$ cat src/rtl/sweep_sequencer.sv
// sweep_sequencer: run controller for the triangle-wave sweep generator.
// Latches the sweep configuration, drives the generator on/hold inputs, and
// watches its direction output. It counts full periods, dwells at each
// turnaround, and stops after N periods or runs continuously.
// Optional build macro SWEEP_SEQ_RELOAD_EN: live config reload at period boundaries.
module sweep_sequencer #(
    parameter int CYCLE_W = 16,
    parameter int DWELL_W = 16
) (
    input  logic               clk,
    input  logic               rst,
    input  logic               start,
    input  logic               abort,
    input  logic [15:0]        cfg_minval,
    input  logic [15:0]        cfg_maxval,
    input  logic [31:0]        cfg_stepsize,
    input  logic [CYCLE_W-1:0] cfg_cycles,
    input  logic [DWELL_W-1:0] cfg_dwell,
    input  logic               cfg_load,
    input  logic               sweep_state,
    output logic               sweep_on,
    output logic               sweep_hold,
    output logic [15:0]        minval,
    output logic [15:0]        maxval,
    output logic [31:0]        stepsize,
    output logic               busy,
    output logic               turn,
    output logic               done,
    output logic               err,
    output logic [CYCLE_W-1:0] period_count
);

    typedef enum logic [2:0] {S_IDLE, S_ARM, S_RUN, S_DWELL, S_DONE} state_t;

    state_t             state, state_nxt;
    logic               arm_cnt;
    logic               sweep_state_d;
    logic [DWELL_W-1:0] dwell_cnt, dwell_q;
    logic [CYCLE_W-1:0] cycles_q, pc_inc;
    logic               cfg_valid, edge_any, edge_max;
    logic               do_start, period_hit, dwell_load;
    logic               reload_fire, reload_ok;
    logic               reload_err;

    assign cfg_valid = $signed(cfg_minval) < $signed(cfg_maxval);
    assign edge_any  = sweep_state != sweep_state_d;
    assign edge_max  = sweep_state & ~sweep_state_d;
    assign pc_inc    = (period_count == {CYCLE_W{1'b1}}) ? period_count : period_count + 1'b1;
    assign busy      = state != S_IDLE;

`ifdef SWEEP_SEQ_RELOAD_EN
    logic reload_pending;
    // A reload waits for the next max turnaround so each period runs on one config.
    assign reload_fire = period_hit & reload_pending;
    assign reload_ok   = reload_fire & cfg_valid;
    assign reload_err  = reload_fire & ~cfg_valid;

    // Remember a reload request made while the generator is running.
    always_ff @(posedge clk or posedge rst) begin
        if (rst)
            reload_pending <= 1'b0;
        else if (state == S_IDLE || reload_fire)
            reload_pending <= 1'b0;
        else if (cfg_load && !abort && (state == S_RUN || state == S_DWELL))
            reload_pending <= 1'b1;
    end
`else
    logic unused_cfg_load;
    assign unused_cfg_load = cfg_load;
    assign reload_fire = 1'b0;
    assign reload_ok   = 1'b0;
    assign reload_err  = 1'b0;
`endif

    // Next-state and output decode; abort overrides every other event.
    always_comb begin
        state_nxt  = state;
        sweep_on   = 1'b0;
        sweep_hold = 1'b0;
        turn       = 1'b0;
        done       = 1'b0;
        err        = 1'b0;
        do_start   = 1'b0;
        period_hit = 1'b0;
        dwell_load = 1'b0;
        case (state)
            S_IDLE: begin
                if (start) begin
                    if (cfg_valid) begin
                        do_start  = 1'b1;
                        state_nxt = S_ARM;
                    end else begin
                        err = 1'b1;
                    end
                end
            end
            S_ARM: begin
                if (arm_cnt) state_nxt = S_RUN;
            end
            S_RUN: begin
                sweep_on = 1'b1;
                if (edge_any) begin
                    turn = 1'b1;
                    if (edge_max) period_hit = 1'b1;
                    if (edge_max && cycles_q != '0 && pc_inc == cycles_q) begin
                        state_nxt = S_DONE;
                    end else if (dwell_q != '0) begin
                        state_nxt  = S_DWELL;
                        dwell_load = 1'b1;
                    end
                end
            end
            S_DWELL: begin
                sweep_on   = 1'b1;
                sweep_hold = 1'b1;
                if (dwell_cnt == '0) state_nxt = S_RUN;
            end
            S_DONE: begin
                done      = 1'b1;
                state_nxt = S_IDLE;
            end
            default: state_nxt = S_IDLE;
        endcase
        if (abort && state != S_IDLE) begin
            state_nxt  = S_IDLE;
            turn       = 1'b0;
            done       = 1'b0;
            period_hit = 1'b0;
            dwell_load = 1'b0;
        end
        if (reload_err) err = 1'b1;
    end

    // State register, ARM timer, dwell counter and direction history.
    always_ff @(posedge clk or posedge rst) begin
        if (rst) begin
            state         <= S_IDLE;
            arm_cnt       <= 1'b0;
            dwell_cnt     <= '0;
            sweep_state_d <= 1'b1;
        end else begin
            state         <= state_nxt;
            arm_cnt       <= (state == S_ARM);
            sweep_state_d <= sweep_state;
            if (dwell_load)
                dwell_cnt <= dwell_q - 1'b1;
            else if (state == S_DWELL && dwell_cnt != '0)
                dwell_cnt <= dwell_cnt - 1'b1;
        end
    end

    // Active configuration and period counter.
    always_ff @(posedge clk or posedge rst) begin
        if (rst) begin
            minval       <= '0;
            maxval       <= '0;
            stepsize     <= '0;
            dwell_q      <= '0;
            cycles_q     <= '0;
            period_count <= '0;
        end else begin
            if (do_start || reload_ok) begin
                minval   <= cfg_minval;
                maxval   <= cfg_maxval;
                stepsize <= cfg_stepsize;
                dwell_q  <= cfg_dwell;
            end
            if (do_start) begin
                cycles_q     <= cfg_cycles;
                period_count <= '0;
            end else if (period_hit) begin
                period_count <= pc_inc;
            end
        end
    end

endmodule

$ cat config.mk
export PLATFORM = sky130hd
export DESIGN_NAME = sweep_sequencer
export DESIGN_NICKNAME = d
export VERILOG_FILES = /design/src/rtl/sweep_sequencer.sv
export SDC_FILE = /design/constraint.sdc
export NUM_CORES = 1
export LEC_CHECK = 0
export ABC_CLOCK_PERIOD_IN_PS = 8200
export CORE_MARGIN = 5
export CORE_UTILIZATION = 40
export CTS_CLUSTER_DIAMETER = 30
export DETAILED_ROUTE_END_ITERATION = 8
export GPL_ROUTABILITY_DRIVEN = 0
export PLACE_DENSITY = 0.68
export SETUP_SLACK_MARGIN = 0.02
export SYNTH_ARGS = -nofsm -noshare
export SYNTH_HDL_FRONTEND = slang
export SYNTH_SLANG_ARGS = --single-unit
$ cat constraint.sdc
create_clock -name clk -period 8.2 [get_ports clk]
set_input_delay 1.64 -clock clk [delete_from_list [all_inputs] [get_ports clk]]
set_output_delay 1.64 -clock clk [all_outputs]
set_load 0.05 [all_outputs]
==> metrics.txt <==
status complete, no violations; Int Pwr 2.05 mW; Fin. Hold Viols 0; post_cts resized 0; Die Ht 142 µm; Total Power 3.64 mW; pwr/cell area around 380 nW/µm²; vias in the first global route 5728; Sw Pwr 1.59 mW; dpl hpwl between 10000 and 15000 µm; Die ar. 20100 µm²; sw frac 43.7%; sequential share of the synthesized area around 48%; clock sinks 133; cell with the most instances after synthesis dfrtp_1; Core ar. 17200 µm²; CTS Hold Bufs 0; Worst Tran Pin Value roughly 0.99 ns; Finish-stage setup viols 0; CP Capture Type primary output; max capacitance violation total 0; WP data arrival 4.75 ns; global-route wire length before repair slightly below 30000 µm; Longest Clk Path Bufs 2; initial antenna violation count 0; HP Class register to register; Top FF cell, synth dfrtp_1; wire per inst 17.8 µm; total wire length 18300 µm; worst skew pair latency 0.43 ns; number of remaining DRC errors 0; row cnt 48; Worst EP required 6.56 ns; drt initial violations 288; Cell variety after synth 55; max-slew violation count 0; Vias 5442; Net Count, Synth 732; Comb power frac a little under half; Tcrit/Tclk final around 80%; skew final about 0.011 ns; ant diodes 0; Initial Utilization 40.5%; pin count of the biggest net entering global routing 78; average size of a mapped cell 11.4 µm²; Die Wd 142 µm; placed cells 999; DR pass1 iterations 5; Clk network pwr share about 20%; Post-CTS Setup Repair Bufs 0; worst vdd ir about 0.34 mV; ys async rst share 100%; Fin Setup TNS 0 ns; number of placed I/O pins between 150 and 200; dpl ws between 1.5 and 2 ns; CTS H-Tree Depth 4; worst-path maximum fanout 3; Num CTS Buffers 17; Synth top area share 47.5%; Antenna Nets Post-Route 0; Final Instance Count excl. Fillers 1031; clk slew on worst S/H paths roughly 0.060 ns; post-DR vias/cell 5.28; total grt overflow 0; Fmax 157 MHz; Post-Synthesis Cell Area ~7000 µm²; largest cells by area after synthesis dfrtp_1 48%, mux2_2 16%, mux2i_1 3.5%; Post-synth EDFFs 0; largest area contributor in the netlist dfrtp_1; Tmin final 6.39 ns; top post-synthesis cells by count 132 x dfrtp_1, 97 x mux2_2, 48 x nor2_1; Root Driver clkbuf_16; Seq cells post-synth about 130; CTS tree done; Flop pwr share 33.1%; worst setup margin approximately 1.8 ns; fin nets between 900 and 1000; WS Path Type primary input to primary output; Port Buffers ~190; Synth Instances 611; slew margin rel. 34.0%; overall global routing resource usage a little under a fifth; CP startpoint kind primary input; share of cells above drive strength 1 between 15 and 20%; leak pwr between 3 and 4 nW; Syn-to-layout area delta 37.6%; synth warn 0; RSZ-0062 raised after global routing false
-- metal layers --
layer,GRT usage (%),wire (µm)
met1,22.3,7520
met2,29.4,8670
met3,8.22,1670
met4,6.87,441
met5,0,0
-- worst max-delay path, cell delays in order --
cell	delay, ns
clkdlybuf4s50_1	0.47
inv_1	0.04
ha_1	0.28
a21o_1	0.16
a21o_1	0.18
a221oi_1	0.28
o21ai_0	0.12
a31oi_1	0.40
mux2i_1	0.17
nor2_1	0.14
clkdlybuf4s50_1	0.85
-- path summary, 6_finish.rpt --
kind	start	endpoint	slack [ns]	cells past startpoint
worst max-delay path	cfg_maxval[10]	err	1.81	11
worst min-delay path	minval[1]	minval[1]	0.51	1
worst max register to register	period_count[0]	dwell_cnt[12]	3.38	16
worst min register to register	minval[1]	minval[1]	0.51	1
max in group asynchronous	rst	stepsize[16]	5.04	3
min in group asynchronous	rst	stepsize[18]	1.68	2
-- area by class of cell --
cell class	instances	area, µm²
Inverter	26	100
Tap cell	225	282
Clock buffer	17	425
Fill cell	1478	7610
Multi-Input combinational cell	426	3410
Clock inverter	15	134
Sequential cell	133	3330
Timing Repair Buffer	189	1880
-- state kept, by name, summed over array words and instances (netlist names) --
name / flops
sweep_state_d: 1
dwell_q: 16
period_count: 16
stepsize: 32
state: 3
arm_cnt: 1
dwell_cnt: 16
cycles_q: 16
maxval: 16
minval: 16
-- per-stage QoR --
stage | hold slack [ns] | util [%] | cell area, µm²
floorplan | 0.469 | - | 6950
global route | 0.516 | 55.7 | 9570
CTS | 0.507 | 55.7 | 9570
finish | 0.505 | 55.7 | 9570
detailed placement | 0.493 | 52.4 | 9010
global placement | 0.488 | 52.4 | 9010
-- layout by cell type, fill, tap and decap left out, types with 11 or more instances in the layout --
cell             Yosys  final
nand4_1             11     11
nand2_1             30     30
nor2_1              48     48
nor4_1              12     12
nor3_1              17     17
clkbuf_16            0     17
dfrtp_1            132    132
ha_1                19     19
clkdlybuf4s50_1      0    186
o21ai_0             12     12
inv_1               26     25
xnor2_1             27     27
mux2_2              97     96
xor2_1              21     21
mux2i_1             24     23
-- power by group through the flow --
| stage | Clock, mW | Sequential (mW) | Combinational [mW] |
|---|---|---|---|
| floorplan | 0 | 1.72 | 0.601 |
| detailed placement | 0 | 1.21 | 1.71 |
| global placement | 0 | 1.19 | 1.69 |
| CTS | 0.748 | 1.21 | 1.72 |
| global route | 0.778 | 1.25 | 1.80 |
| finish | 0.731 | 1.21 | 1.70 |
-- cell families (layout without fill, tap and decap cells) --
group	count (synthesis)	in the layout	share of synthesized area (%)
flops	133	133	47.9
mux	122	122	19.3
buf+inv	52	247	3.15
compound gates	60	60	6.10
fa+ha+maj	19	19	3.42
xor+xnor	48	48	6.05
simple gates	177	177	14.1
No activity file was read; power rests on OpenSTA's default activity.
